### config.mk
export PLATFORM = sky130hd
export DESIGN_NAME = dmem_arbiter
export DESIGN_NICKNAME = d
export VERILOG_FILES = /design/src/rtl/dmem_arbiter.sv
export SDC_FILE = /design/constraint.sdc
export NUM_CORES = 1
export LEC_CHECK = 0
export ABC_AREA = 0
export BUFFER_PORTS_ARGS = -buffer_cell sky130_fd_sc_hd__buf_2
export CORE_MARGIN = 2
export CORE_UTILIZATION = 43
export DETAILED_ROUTE_END_ITERATION = 10
export PLACE_DENSITY = 0.82
export SYNTH_ARGS = -nofsm -noshare
export SYNTH_HDL_FRONTEND = slang
export SYNTH_SLANG_ARGS = --single-unit
### constraint.sdc
create_clock -name clk -period 3.23 [get_ports clk]
set_input_delay 0.4845 -clock clk [delete_from_list [all_inputs] [get_ports clk]]
set_output_delay 0.4845 -clock clk [all_outputs]
set_load 0.01 [all_outputs]
### src/rtl/dmem_arbiter.sv
// Two-port arbiter in front of the single-port synchronous data RAM.
// CPU and HOST requesters share it one access at a time via IDLE/ACC/RD.
module dmem_arbiter #(
    parameter int ADDR_W     = 8,
    parameter int DATA_W     = 16,
    parameter int FIXED_PRI  = 0,
    parameter int STARVE_MAX = 3
) (
    input  logic              clk,
    input  logic              Reset,
    input  logic              cpu_req,
    input  logic              cpu_we,
    input  logic [ADDR_W-1:0] cpu_addr,
    input  logic [DATA_W-1:0] cpu_wdata,
    output logic              cpu_gnt,
    output logic              cpu_rvalid,
    input  logic              host_req,
    input  logic              host_we,
    input  logic [ADDR_W-1:0] host_addr,
    input  logic [DATA_W-1:0] host_wdata,
    output logic              host_gnt,
    output logic              host_rvalid,
    output logic [DATA_W-1:0] rdata,
    output logic [ADDR_W-1:0] mem_addr,
    output logic              mem_we,
    output logic [DATA_W-1:0] mem_wdata,
    input  logic [DATA_W-1:0] mem_rdata,
    output logic [1:0]        arb_state,
    output logic              busy
);

    typedef enum logic [1:0] {
        IDLE = 2'd0,
        ACC  = 2'd1,
        RD   = 2'd2
    } state_t;

    localparam int CNT_W = (STARVE_MAX < 1) ? 1 : $clog2(STARVE_MAX + 1);
    localparam logic [CNT_W-1:0] CNT_MAX = CNT_W'(STARVE_MAX);

    state_t           state;
    state_t           state_nx;
    logic             win_q;
    logic             we_q;
    logic             last_win;
    logic             any_req;
    logic             tie_host;
    logic             pick_host;
    logic [CNT_W-1:0] starve_cnt;

    assign any_req = cpu_req | host_req;

    // Winner encoding: 0 = CPU, 1 = HOST.
    always_comb begin
        tie_host = ~last_win;
        if (FIXED_PRI != 0) begin
            tie_host = (starve_cnt == CNT_MAX);
        end
    end

    always_comb begin
        pick_host = 1'b0;
        if (cpu_req && host_req) begin
            pick_host = tie_host;
        end else if (host_req) begin
            pick_host = 1'b1;
        end
    end

    always_comb begin
        state_nx = state;
        unique case (state)
            IDLE: begin
                if (any_req) begin
                    state_nx = ACC;
                end
            end
            ACC: begin
                state_nx = we_q ? IDLE : RD;
            end
            RD: begin
                state_nx = IDLE;
            end
            default: begin
                state_nx = IDLE;
            end
        endcase
    end

    always_ff @(posedge clk or negedge Reset) begin
        if (!Reset) begin
            state      <= IDLE;
            win_q      <= 1'b0;
            we_q       <= 1'b0;
            last_win   <= 1'b1;
            starve_cnt <= '0;
            mem_addr   <= '0;
            mem_wdata  <= '0;
        end else begin
            state <= state_nx;
            if (state == IDLE && any_req) begin
                win_q     <= pick_host;
                last_win  <= pick_host;
                we_q      <= pick_host ? host_we : cpu_we;
                mem_addr  <= pick_host ? host_addr : cpu_addr;
                mem_wdata <= pick_host ? host_wdata : cpu_wdata;
                // HOST can only lose on a tie, so that is the starvation case.
                if (pick_host) begin
                    starve_cnt <= '0;
                end else if (host_req && starve_cnt != CNT_MAX) begin
                    starve_cnt <= starve_cnt + 1'b1;
                end
            end
        end
    end

    assign cpu_gnt     = (state == ACC) && !win_q;
    assign host_gnt    = (state == ACC) && win_q;
    assign cpu_rvalid  = (state == RD) && !win_q;
    assign host_rvalid = (state == RD) && win_q;
    assign mem_we      = (state == ACC) && we_q;
    assign rdata       = (state == RD) ? mem_rdata : '0;
    assign arb_state   = state;
    assign busy        = (state != IDLE);

endmodule

Word-level counts from Yosys, hierarchy flattened
Cells that the tools add are included.
Word-level totals
  register bits: 29
  bits in latches: 0
  bits in writable memories: 0
  memory bits (read-only): 0
  bits of input ports: 70
  output and inout port bits: 48
  word-level logic and storage cells: 30
  memories: 0
Cells by class
  add/subtract/negate cells: 0
  multipliers: 0
  divide/modulo/power cells: 0
  order comparisons: 0
  equal/unequal tests: 3
  shifts and indexed selects: 0
  mux-type cells: 9
  bitwise gates (word level): 2
  reductions and logical operators: 10
Operator list (number)
  16-bit 2-to-1 mux: 2
  8-bit 2-to-1 mux: 1
  1-bit logical AND: 7
  2-bit 2-to-1 mux: 2
  2-bit one-hot mux with 2 select lines: 1
  1-bit 2-to-1 mux: 3
  2-bit by 1-bit equality test with 1-bit output (second input constant): 1
  2-bit equality test (second input constant): 1
  2-bit logical NOT: 1
  2-bit != test (second input constant): 1
  2-bit nonzero test: 1
  1-bit logical NOT: 1
  1-bit inverter: 1
  1-bit bitwise OR: 1

Longest topological paths before layout
Gate-level depths: netlist (run 1).
  depth after elaboration: 3
  depth in mapped cells: 5

Worst setup path before layout (run 1)
OpenSTA, ideal clock, no wires.
  path kind: input to register
  start: in host_req
  end: reg mem_wdata[15]
  setup time: 125 ps
  data arrival time: 1479 ps
  data required time: 3105 ps
  setup slack: 1626 ps
  stages on the path: 5
  buffers on the path: 2
  cells stage by stage: a21bo_1 -> buf_6 -> buf_8 -> mux2_4 -> mux2_2
On the way
  cells in the longest elaborated chain, start to end: 3
  elaborated cells on any way between the ends: 6
  those cells by class: mux (3); bitwise (1); reduce/logical (2)
RTL lines
  start: declaration: line 17  | input logic host_req,
  1-bit 2-to-1 mux / 1-bit logical AND (equally long branches): line 65, 63
  1-bit 2-to-1 mux: line 63  | if (cpu_req && host_req) begin
  16-bit 2-to-1 mux: line 106  | mem_wdata <= pick_host ? host_wdata : cpu_wdata;
  end signal: assignment: line 106
  end: declaration: line 26  | output logic [DATA_W-1:0] mem_wdata,
Parallel ways exist; a longest one is shown, timed or not.
A chain may end at the register's enable or synchronous reset.

Worst setup path in the final report (run 1)
  start: reg state[0], in the netlist arb_state[0]
  end: out rdata[8]
On the way
  cells in the longest elaborated chain, start to end: 2
RTL lines
  start: declaration: line 41  | state_t state;
  start signal: assignment: line 100  | state <= state_nx;
  2-bit equality test: line 122  | assign rdata = (state == RD) ? mem_rdata : '0;
  16-bit 2-to-1 mux: line 122
  end: declaration: line 23  | output logic [DATA_W-1:0] rdata,
Every way passes these cells.

==> out/metrics.cfg, run 1 <==
[clock_tree]
postCtsHoldBufs=0
clock_latency_ns=0.28
cts_resized=0
cts_tree=yes
cts_max_level=2
clk_pin_slew_ns=0.06
root_buffer=clkbuf_8
cts_setup_buffers=0
cts_sinks=29
clockBufferDepth=2
cts_buffers=5

[sta]
whs_ns=0.2249
tightest_slew_ns=0.7367
hold_viol=0
slew-limit-headroom_pct=50.78
finalSetupViolCount=0
fmax_mhz=471.2
fin_worst_skew_ns=0.007795
finalCritPeriodShare_pct=65.71
slew_viol_final=0
rsz0062_at_grt=no
min_period_ns=2.122
tns_ns=0

[yosys]
synth-edff-count=0
postSynthCellCount=119
synth_top_area_share_pct=43.58
yosysWarnings=0
avgSynthCellArea_um2=13.51
ys_async_sr_fraction_pct=100.0
ys_seq_elements=29
synth_flop_cell=dfrtp_1
synth.cell_area_mm2=0.001608
ys_types=19
post-synth-top-area-cell=dfrtp_1
synth-seq-area-share_pct=45.21
synthTopCellsByArea=dfrtp_1 (44%), mux2_2 (21%), mux2_4 (17%)
synth_fp_nets=189

[drt]
drt-pass1-iter-count=2
vias=1366
drcViolationCount=0
drtIter0Drc=20
ant_nets=0
wl_mm=3.682
vias_per_cell=4.727
drt-wirelength-per-cell_um=12.74

[finish]
drive_gt1_share_pct=73.03
final_common_cell=buf_2
final_cell_mix=buf_2 (117), mux2_2 (30), dfrtp_1 (28)
final_cells=289
area_growth_syn_to_layout_pct=43.74
diodes=0
nets=310

[placement]
gp_congestion=0.6785
dp_cells=281
io_buffers=117
dp_hpwl_mm=2.897

[power]
power.share.switching_pct=35.19
clockPowerShare_pct=15.8
combPwrFrac_pct=49.8
internal_power_uw=1233
p_switching_uw=669.2
p_leak_uw=0.001285
pwr-share-seq_pct=34.4
p_per_area_mw_per_mm2=822.9
irDropWorstVdd_mv=0.3914

[global_routing]
grt_usage_pct=17.56
grt_use_met3_pct=8.048
grt_max_degree=30
use_met2_pct=31.83
grt_pass1_wl_mm=5.664
antenna_found_initial=0
top_usage_layer=met2
overflow=0
met1_usage_pct=18.32
grt_pass1_vias=1236

[status]
status=complete, no violations

[floorplan]
ios=118
die_y_um=65.15
num_rows=22
core_area_mm2=0.003633
start_util_pct=44.25
die_w_um=65.15
dieArea_mm2=0.004244

[hold_path]
hold_path.class=in2async

[run]
cap_viol_max_count=0

[worst_setup_path]
cp_top_family=simple AND/OR/NAND/NOR gates
slowest_delay_ns=0.59
cp-end-kind=output pin
crit_required_ns=2.75
r2r-start=last_win
timing.setup.critical_path_class=reg2out
cp-start-kind=register
cp_num_buf_inv=1
critical-path-slowest-cell=nor2b_1
r2r_slack_ns=1.42
arrival_ns=1.64
r2r_cells=4
crit_chain=nor2b_1, and2_1, buf_2
r2r_end=mem_wdata[4]
crit_fanout=18

## cell usage after synthesis (2+ instances only)
master / number
mux2_2: 30
dfrtp_1: 28
and2_1: 18
mux2_4: 18
nor2_1: 5
inv_1: 4
buf_2: 2
buf_8: 2
mux2i_1: 2
## state kept, by name (all words and copies together), names as in the netlist
signal     count
mem_addr       8
win_q          1
mem_wdata     16
we_q           1
last_win       1
arb_state      2
## kinds of logic after synthesis
group	Yosys count	share of synthesized area, %
buffers and inverters	10	4.358
flip-flops	29	45.21
AND/OR/NAND/NOR	25	8.950
multiplexers	50	39.07
AO/OA/AOI/OAI	5	2.413
## power groups by stage
stage / sequential (uW) / clock (uW) / combinational, uW
final: 655 / 301 / 946
after global routing: 679 / 327 / 1030
after CTS: 656 / 310 / 962
after detailed placement: 660 / 0 / 959
after global placement: 650 / 0 / 940
after floorplan: 733 / 0 / 532
## worst register-to-register path, stage by stage (launching register included)
cell and delay [ns]:
dfstp_2 0.54, a21bo_1 0.24, buf_4 0.29, mux2_2 0.37, mux2_2 0.26
## layer usage
layer | vias to the layer above | routed length, um
met5 | - | 0
li1 | 647 | -
met3 | 5 | 459
met1 | 637 | 1363
met2 | 77 | 1825
met4 | 0 | 34
## cell type report
type,instances,area (um2)
flip-flops and latches,29,726.9
inverters,4,15.01
well taps,48,60.06
multi-input cells,80,810.8
clock buffers,8,90.09
fillers,313,1323
repair buffers,120,608.1
## worst max path at each step
stage          slack (ns)             to  cells after the start    startpoint
2_1_floorplan        1.63  mem_wdata[15]                      5      host_req
3_3_place_gp         1.29   mem_wdata[5]                      4      host_req
3_5_place_dp         1.26  mem_wdata[12]                      4      host_req
4_1_cts              1.07       rdata[8]                      3  arb_state[0]
5_1_grt              0.99      rdata[13]                      3  arb_state[0]
6_report             1.11       rdata[8]                      3  arb_state[0]
## stage by stage
stage | total power (uW) | instance area (um2) | setup slack (ns) | utilization (%)
2_1_floorplan | 1265 | 1608 | 1.626 | -
3_3_place_gp | 1591 | 2221 | 1.291 | 61.12
3_5_place_dp | 1619 | 2221 | 1.262 | 61.12
4_1_cts | 1929 | 2311 | 1.068 | 63.60
5_1_grt | 2036 | 2311 | 0.9870 | 63.60
6_report | 1902 | 2311 | 1.108 | 63.60
No activity file was read; power rests on OpenSTA's default activity.
==> inputs of run 2 (changes only) <==
Settings changed: CORE_UTILIZATION 43 to 40, PLACE_DENSITY 0.82 to 0.76.
Clock period 3.23 ns to 2.1 ns, I/O delays scaled along.
==> out/metrics.cfg, run 2 (synthesized netlist as in run 1, its figures left out) <==
[floorplan]
start_util_pct=40.78  ; was 44.25%
die_w_um=67.40  ; was 65.15 um
die_y_um=67.40  ; was 65.15 um
core_area_mm2=0.003943  ; was 0.003633 mm2
num_rows=23  ; was 22
dieArea_mm2=0.004543  ; was 0.004244 mm2
ios=118  ; unchanged

[drt]
drt-pass1-iter-count=4  ; was 2
ant_nets=0  ; unchanged
drcViolationCount=0  ; unchanged
drtIter0Drc=20  ; unchanged
vias=1348  ; was 1,366
wl_mm=3.452  ; was 3.682 mm
vias_per_cell=4.664  ; was 4.727
drt-wirelength-per-cell_um=11.94  ; was 12.74 um

[sta]
whs_ns=0.05715  ; was 0.2249 ns
finalSetupViolCount=0  ; unchanged
fin_worst_skew_ns=0.005523  ; was 0.007795 ns
finalCritPeriodShare_pct=80.95
slew_viol_final=0  ; unchanged
min_period_ns=1.700
rsz0062_at_grt=no  ; unchanged
tightest_slew_ns=0.6321  ; was 0.7367 ns
fmax_mhz=588.3
tns_ns=0  ; unchanged
hold_viol=0  ; unchanged
slew-limit-headroom_pct=57.86  ; was 50.78%

[clock_tree]
clockBufferDepth=2  ; unchanged
cts_buffers=5  ; unchanged
cts_sinks=29  ; unchanged
postCtsHoldBufs=0  ; unchanged
clk_pin_slew_ns=0.06  ; about the same
cts_tree=yes  ; unchanged
clock_latency_ns=0.28  ; about the same
root_buffer=clkbuf_8  ; unchanged
cts_max_level=2  ; unchanged

[hold_path]
hold_path.class=in2async  ; unchanged

[worst_setup_path]
cp-start-kind=register  ; unchanged
r2r-start=last_win  ; unchanged
r2r_slack_ns=0.46  ; was 1.42 ns
timing.setup.critical_path_class=reg2out  ; unchanged
arrival_ns=1.38  ; was 1.64 ns
crit_fanout=18  ; unchanged
crit_required_ns=1.78  ; was 2.75 ns
cp-end-kind=output pin  ; unchanged
critical_path.startpoint=arb_state[0]  ; unchanged

[power]
combPwrFrac_pct=50.2  ; was 49.8%
pwr-share-seq_pct=34.3  ; was 34.4%
internal_power_uw=1895  ; was 1233 uW
clockPowerShare_pct=15.5  ; was 15.8%
p_per_area_mw_per_mm2=1255  ; was 822.9 mW/mm2
power.share.switching_pct=34.82  ; was 35.19%
p_switching_uw=1013  ; was 669.2 uW
p_leak_uw=0.001284  ; was 0.001285 uW
irDropWorstVdd_mv=0.6478  ; was 0.3914 mV

[finish]
diodes=0  ; unchanged
final_common_cell=buf_2  ; unchanged
area_growth_syn_to_layout_pct=44.12  ; was 43.74%
largest_reg_flops=16  ; unchanged
nets=309  ; was 310
fill_cells=335  ; was 313
stdcell_area_mm2=0.002317  ; was 0.002311 mm2
fin_util_pct=58.78  ; was 63.60%
largest_register=mem_wdata  ; unchanged
drive_gt1_share_pct=73.64  ; was 73.03%
final_cell_mix=buf_2 (117), mux2_2 (30), dfrtp_1 (28)  ; unchanged

[global_routing]
grt_usage_pct=15.94  ; was 17.56%
grt_max_degree=30  ; unchanged
antenna_found_initial=0  ; unchanged
grt_pass1_vias=1219  ; was 1,236
grt_pass1_wl_mm=5.161  ; was 5.664 mm
overflow=0  ; unchanged

[run]
cap_viol_max_count=0  ; unchanged

[placement]
dp_hpwl_mm=2.626  ; was 2.897 mm
io_buffers=117  ; unchanged
placed_area_mm2=0.002228  ; was 0.002221 mm2
gp_congestion=0.6479  ; was 0.6785

[status]
status=complete, no violations  ; unchanged

run 2: cell types whose count changed in the layout (fill, tap and decap cells not counted):
cell,delta
buf_4,-2
buf_12,+1
clkbuf_1,-1
nor2b_1,-1
nor2b_2,+1
run 2: power groups by stage:
stage	Sequential, uW	Combinational (uW)	Clock, uW
4_1_cts	996	1490	473
2_1_floorplan	1130	818	0
3_3_place_gp	992	1460	0
5_1_grt	1040	1610	501
3_5_place_dp	1000	1490	0
6_report	997	1460	451
run 2: path summary, 6_finish.rpt:
check | depth (start not counted) | endpoint
setup / recovery | 3 | rdata[9]
hold / removal | 1 | mem_wdata[13]
setup reg to reg | 4 | mem_wdata[2]
hold reg to reg | 1 | arb_state[1]
max in group asynchronous | 1 | mem_addr[1]
min in group clk | 2 | last_win
run 2: stage by stage:
step / cells / worst slack, ns / total power [uW]
final: 289 / 0.4001 / 2908
after global routing: 289 / 0.2239 / 3150
after CTS: 289 / 0.1363 / 2962
after detailed placement: 282 / 0.4388 / 2491
after global placement: 282 / 0.4825 / 2449
after floorplan: 119 / 0.5297 / 1946
run 2: area by class of cell:
cell class              count  area, um2  share of cell area, %
flip-flops and latches     29      726.9                  31.37
clock buffers               7      86.33                  3.726
multi-input cells          80      813.3                  35.10
inverters                   4      15.01                 0.6479
repair buffers            119      613.1                  26.46
well taps                  50      62.56                  2.700
run 2: per-layer routing:
metal	vias to the layer above	share of wire, %	GRT usage (%)
li1	650	-	-
met1	604	37	15.27
met2	88	49	29.83
met3	6	13	6.833
met4	0	1.3	6.122
met5	-	0	0
run 2: timing repair:
action                                  4_1_cts  5_1_grt
resized for setup                             0        1
endpoints found under the setup margin        0       15
buffers inserted                              0        0
run 2: critical path, cell delays in order, from the launching register on:
cell and delay [ns]:
dfrtp_1 0.41, nor2b_2 0.39, and2_1 0.19, buf_2 0.12
==> inputs of run 3 (changes only) <==
Settings changed: ABC_AREA 0 to 1, CORE_UTILIZATION 40 to 42, PLACE_DENSITY 0.76 to 0.77.
Clock period 2.1 ns to 1.6 ns, I/O delays scaled along.
==> out/metrics.cfg, run 3 <==
[sta]
fin_worst_skew_ns=0.002784  ; was 0.005523 ns
slew_viol_final=0  ; unchanged
slew-limit-headroom_pct=58.38  ; was 57.86%
min_period_ns=1.445
fmax_mhz=692.1
tightest_slew_ns=0.6243  ; was 0.6321 ns
hold_viol=28  ; was 0
finalSetupViolCount=0  ; unchanged
rsz0062_at_grt=no  ; unchanged
whs_ns=-0.01162  ; was 0.05715 ns
finalCritPeriodShare_pct=90.30
tns_ns=0  ; unchanged

[clock_tree]
clock_latency_ns=0.27  ; was 0.28 ns
cts_setup_buffers=0  ; unchanged
cts_sinks=29  ; unchanged
clockBufferDepth=2  ; unchanged
cts_tree=yes  ; unchanged
cts_buffers=5  ; unchanged
cts_max_level=2  ; unchanged
postCtsHoldBufs=0  ; unchanged
root_buffer=clkbuf_8  ; unchanged
clk_pin_slew_ns=0.06  ; about the same

[worst_setup_path]
crit_required_ns=1.36  ; was 1.78 ns
cp-start-kind=register  ; unchanged
arrival_ns=1.20  ; was 1.38 ns
timing.setup.critical_path_class=reg2out  ; unchanged
r2r_slack_ns=0.25  ; was 0.46 ns
cp-end-kind=output pin  ; unchanged
crit_fanout=18  ; unchanged

[finish]
fill_cells=396  ; was 335
drive_gt1_share_pct=34.97  ; was 73.64%
final_common_cell=buf_2  ; unchanged
largest_reg_flops=16  ; unchanged
largest_register=mem_wdata  ; unchanged
nets=456  ; was 309
diodes=0  ; unchanged
stdcell_area_mm2=0.002459  ; was 0.002317 mm2
area_growth_syn_to_layout_pct=38.87  ; was 44.12%
final_cell_mix=buf_2 (117), nand2_1 (78), inv_1 (70)  ; was buf_2 (117), mux2_2 (30), dfrtp_1 (28)

[floorplan]
dieArea_mm2=0.004751  ; was 0.004543 mm2
core_area_mm2=0.004029  ; was 0.003943 mm2
ios=118  ; unchanged
num_rows=23  ; unchanged
start_util_pct=43.94  ; was 40.78%
die_w_um=68.93  ; was 67.40 um
die_y_um=68.93  ; was 67.40 um

[yosys]
synth_flop_cell=dfrtp_1  ; unchanged
yosysWarnings=0  ; unchanged
ys_types=16  ; was 19
avgSynthCellArea_um2=6.557  ; was 13.51 um2
postSynthCellCount=270  ; was 119
synth_top_area_share_pct=39.58  ; was 43.58%
synth.cell_area_mm2=0.001770  ; was 0.001608 mm2
ys_seq_elements=29  ; unchanged
post-synth-top-area-cell=dfrtp_1  ; unchanged
synth_fp_nets=340  ; was 189
yosysMostFrequentCell=nand2_1  ; was mux2_2
synthTopCellsByArea=dfrtp_1 (40%), nand2_1 (17%), inv_1 (15%)  ; was dfrtp_1 (44%), mux2_2 (21%), mux2_4 (17%)
ys_async_sr_fraction_pct=100.0  ; unchanged
synth-seq-area-share_pct=41.06  ; was 45.21%
synth_commonest_cells=nand2_1 (79), inv_1 (70), nand3_1 (50), dfrtp_1 (28), nor2_1 (22)  ; was mux2_2 (30), dfrtp_1 (28), and2_1 (18), mux2_4 (18), nor2_1 (5)
synth-edff-count=0  ; unchanged

[drt]
vias_per_cell=4.427  ; was 4.664
drtIter0Drc=72  ; was 20
drt-wirelength-per-cell_um=10.85  ; was 11.94 um
drcViolationCount=0  ; unchanged
drt-pass1-iter-count=4  ; unchanged
wl_mm=4.730  ; was 3.452 mm
vias=1930  ; was 1,348
ant_nets=0  ; unchanged

[global_routing]
grt_pass1_vias=1667  ; was 1,219
grt_max_degree=30  ; unchanged
overflow=0  ; unchanged
grt_usage_pct=21.14  ; was 15.94%
grt_pass1_wl_mm=7.314  ; was 5.161 mm
top_usage_layer=met2  ; unchanged
antenna_found_initial=1  ; was 0
grt_use_met3_pct=5.357  ; was 6.833%
met1_usage_pct=25.90  ; was 15.27%
use_met2_pct=35.70  ; was 29.83%

[run]
cap_viol_max_count=0  ; unchanged

[placement]
dp_hpwl_mm=3.569  ; was 2.626 mm
gp_congestion=0.6914  ; was 0.6479
placed_area_mm2=0.002365  ; was 0.002228 mm2
io_buffers=117  ; unchanged

[power]
p_leak_uw=0.001690  ; was 0.001284 uW
p_per_area_mw_per_mm2=1614  ; was 1255 mW/mm2
irDropWorstVdd_mv=0.7203  ; was 0.6478 mV

[status]
violations=hold timing
status=finished, violations left  ; was complete, no violations

[hold_path]
hold_path.class=in2async  ; unchanged

## run 3: cell types whose count changed in the layout (fill, tap and decap cells not counted), moves of 18 or more
cell     delta
and2_1     -18
inv_1      +66
mux2_2     -30
mux2_4     -18
nand2_1    +78
nand3_1    +50
## run 3: final cells by class
class	count	area [um2]	share of cell area, %
multi-input cells	158	698.2	28.40
well taps	50	62.56	2.545
repair buffers	121	615.6	25.04
clock buffers	7	86.33	3.511
inverters	71	269.0	10.94
flip-flops and latches	29	726.9	29.57
## run 3: metrics by stage
step	util, %	hold WS [ns]	instances	power, uW	setup WS, ns
final	61.02	-0.01162	436	3969	0.1552
after global routing	61.02	0.03839	436	4363	0.04983
after CTS	60.90	0.004098	436	4013	0.07190
after detailed placement	58.70	0.3021	429	3404	0.2098
after global placement	58.70	0.2942	429	3349	0.2722
after floorplan	-	-0.05559	270	2636	0.3359
## run 3: worst max-delay path: stages (launching register included)
cell and delay (ns):
dfrtp_1 0.39, inv_1 0.15, nand2_4 0.14, nor2_1 0.11
buf_2 0.13
## run 3: timing repair
action	4_1_cts	5_1_grt
cloned	0	0
endpoints found under the setup margin	18	17
resized for setup	1	1
pin swaps	0	0
## run 3: power by group
part           switching, uW  leakage, uW  internal, uW
clock                    241    0.0000443           340
combinational           1270      0.00130           775
sequential               220     0.000350          1120
total                   1730      0.00169          2240
## run 3: logic make-up after synthesis
group,synth area share (%)
AOI/OAI and AO/OA,0.2824
buffers and inverters,19.93
DFF,41.06
and+or+nand+nor,38.73
## run 3: worst paths after layout
path / from / endpoint / cells past startpoint
worst max register to register: arb_state[0] / mem_addr[5] / 6
worst min-delay path: Reset / mem_wdata[2] / 1
max in group asynchronous: Reset / mem_addr[0] / 1
min in group clk: cpu_wdata[15] / mem_wdata[15] / 5
worst min register to register: we_q / arb_state[1] / 1
worst max-delay path: arb_state[0] / rdata[0] / 4
## run 3: per-layer routing
| layer | wire, um | vias up | part of all wire (%) |
|---|---|---|---|
| met3 | 490 | 4 | 10 |
| met1 | 2006 | 819 | 42 |
| met2 | 2198 | 91 | 46 |
| met4 | 22 | 2 | 0.47 |
| li1 | - | 1014 | - |
| met5 | 13 | - | 0.27 |
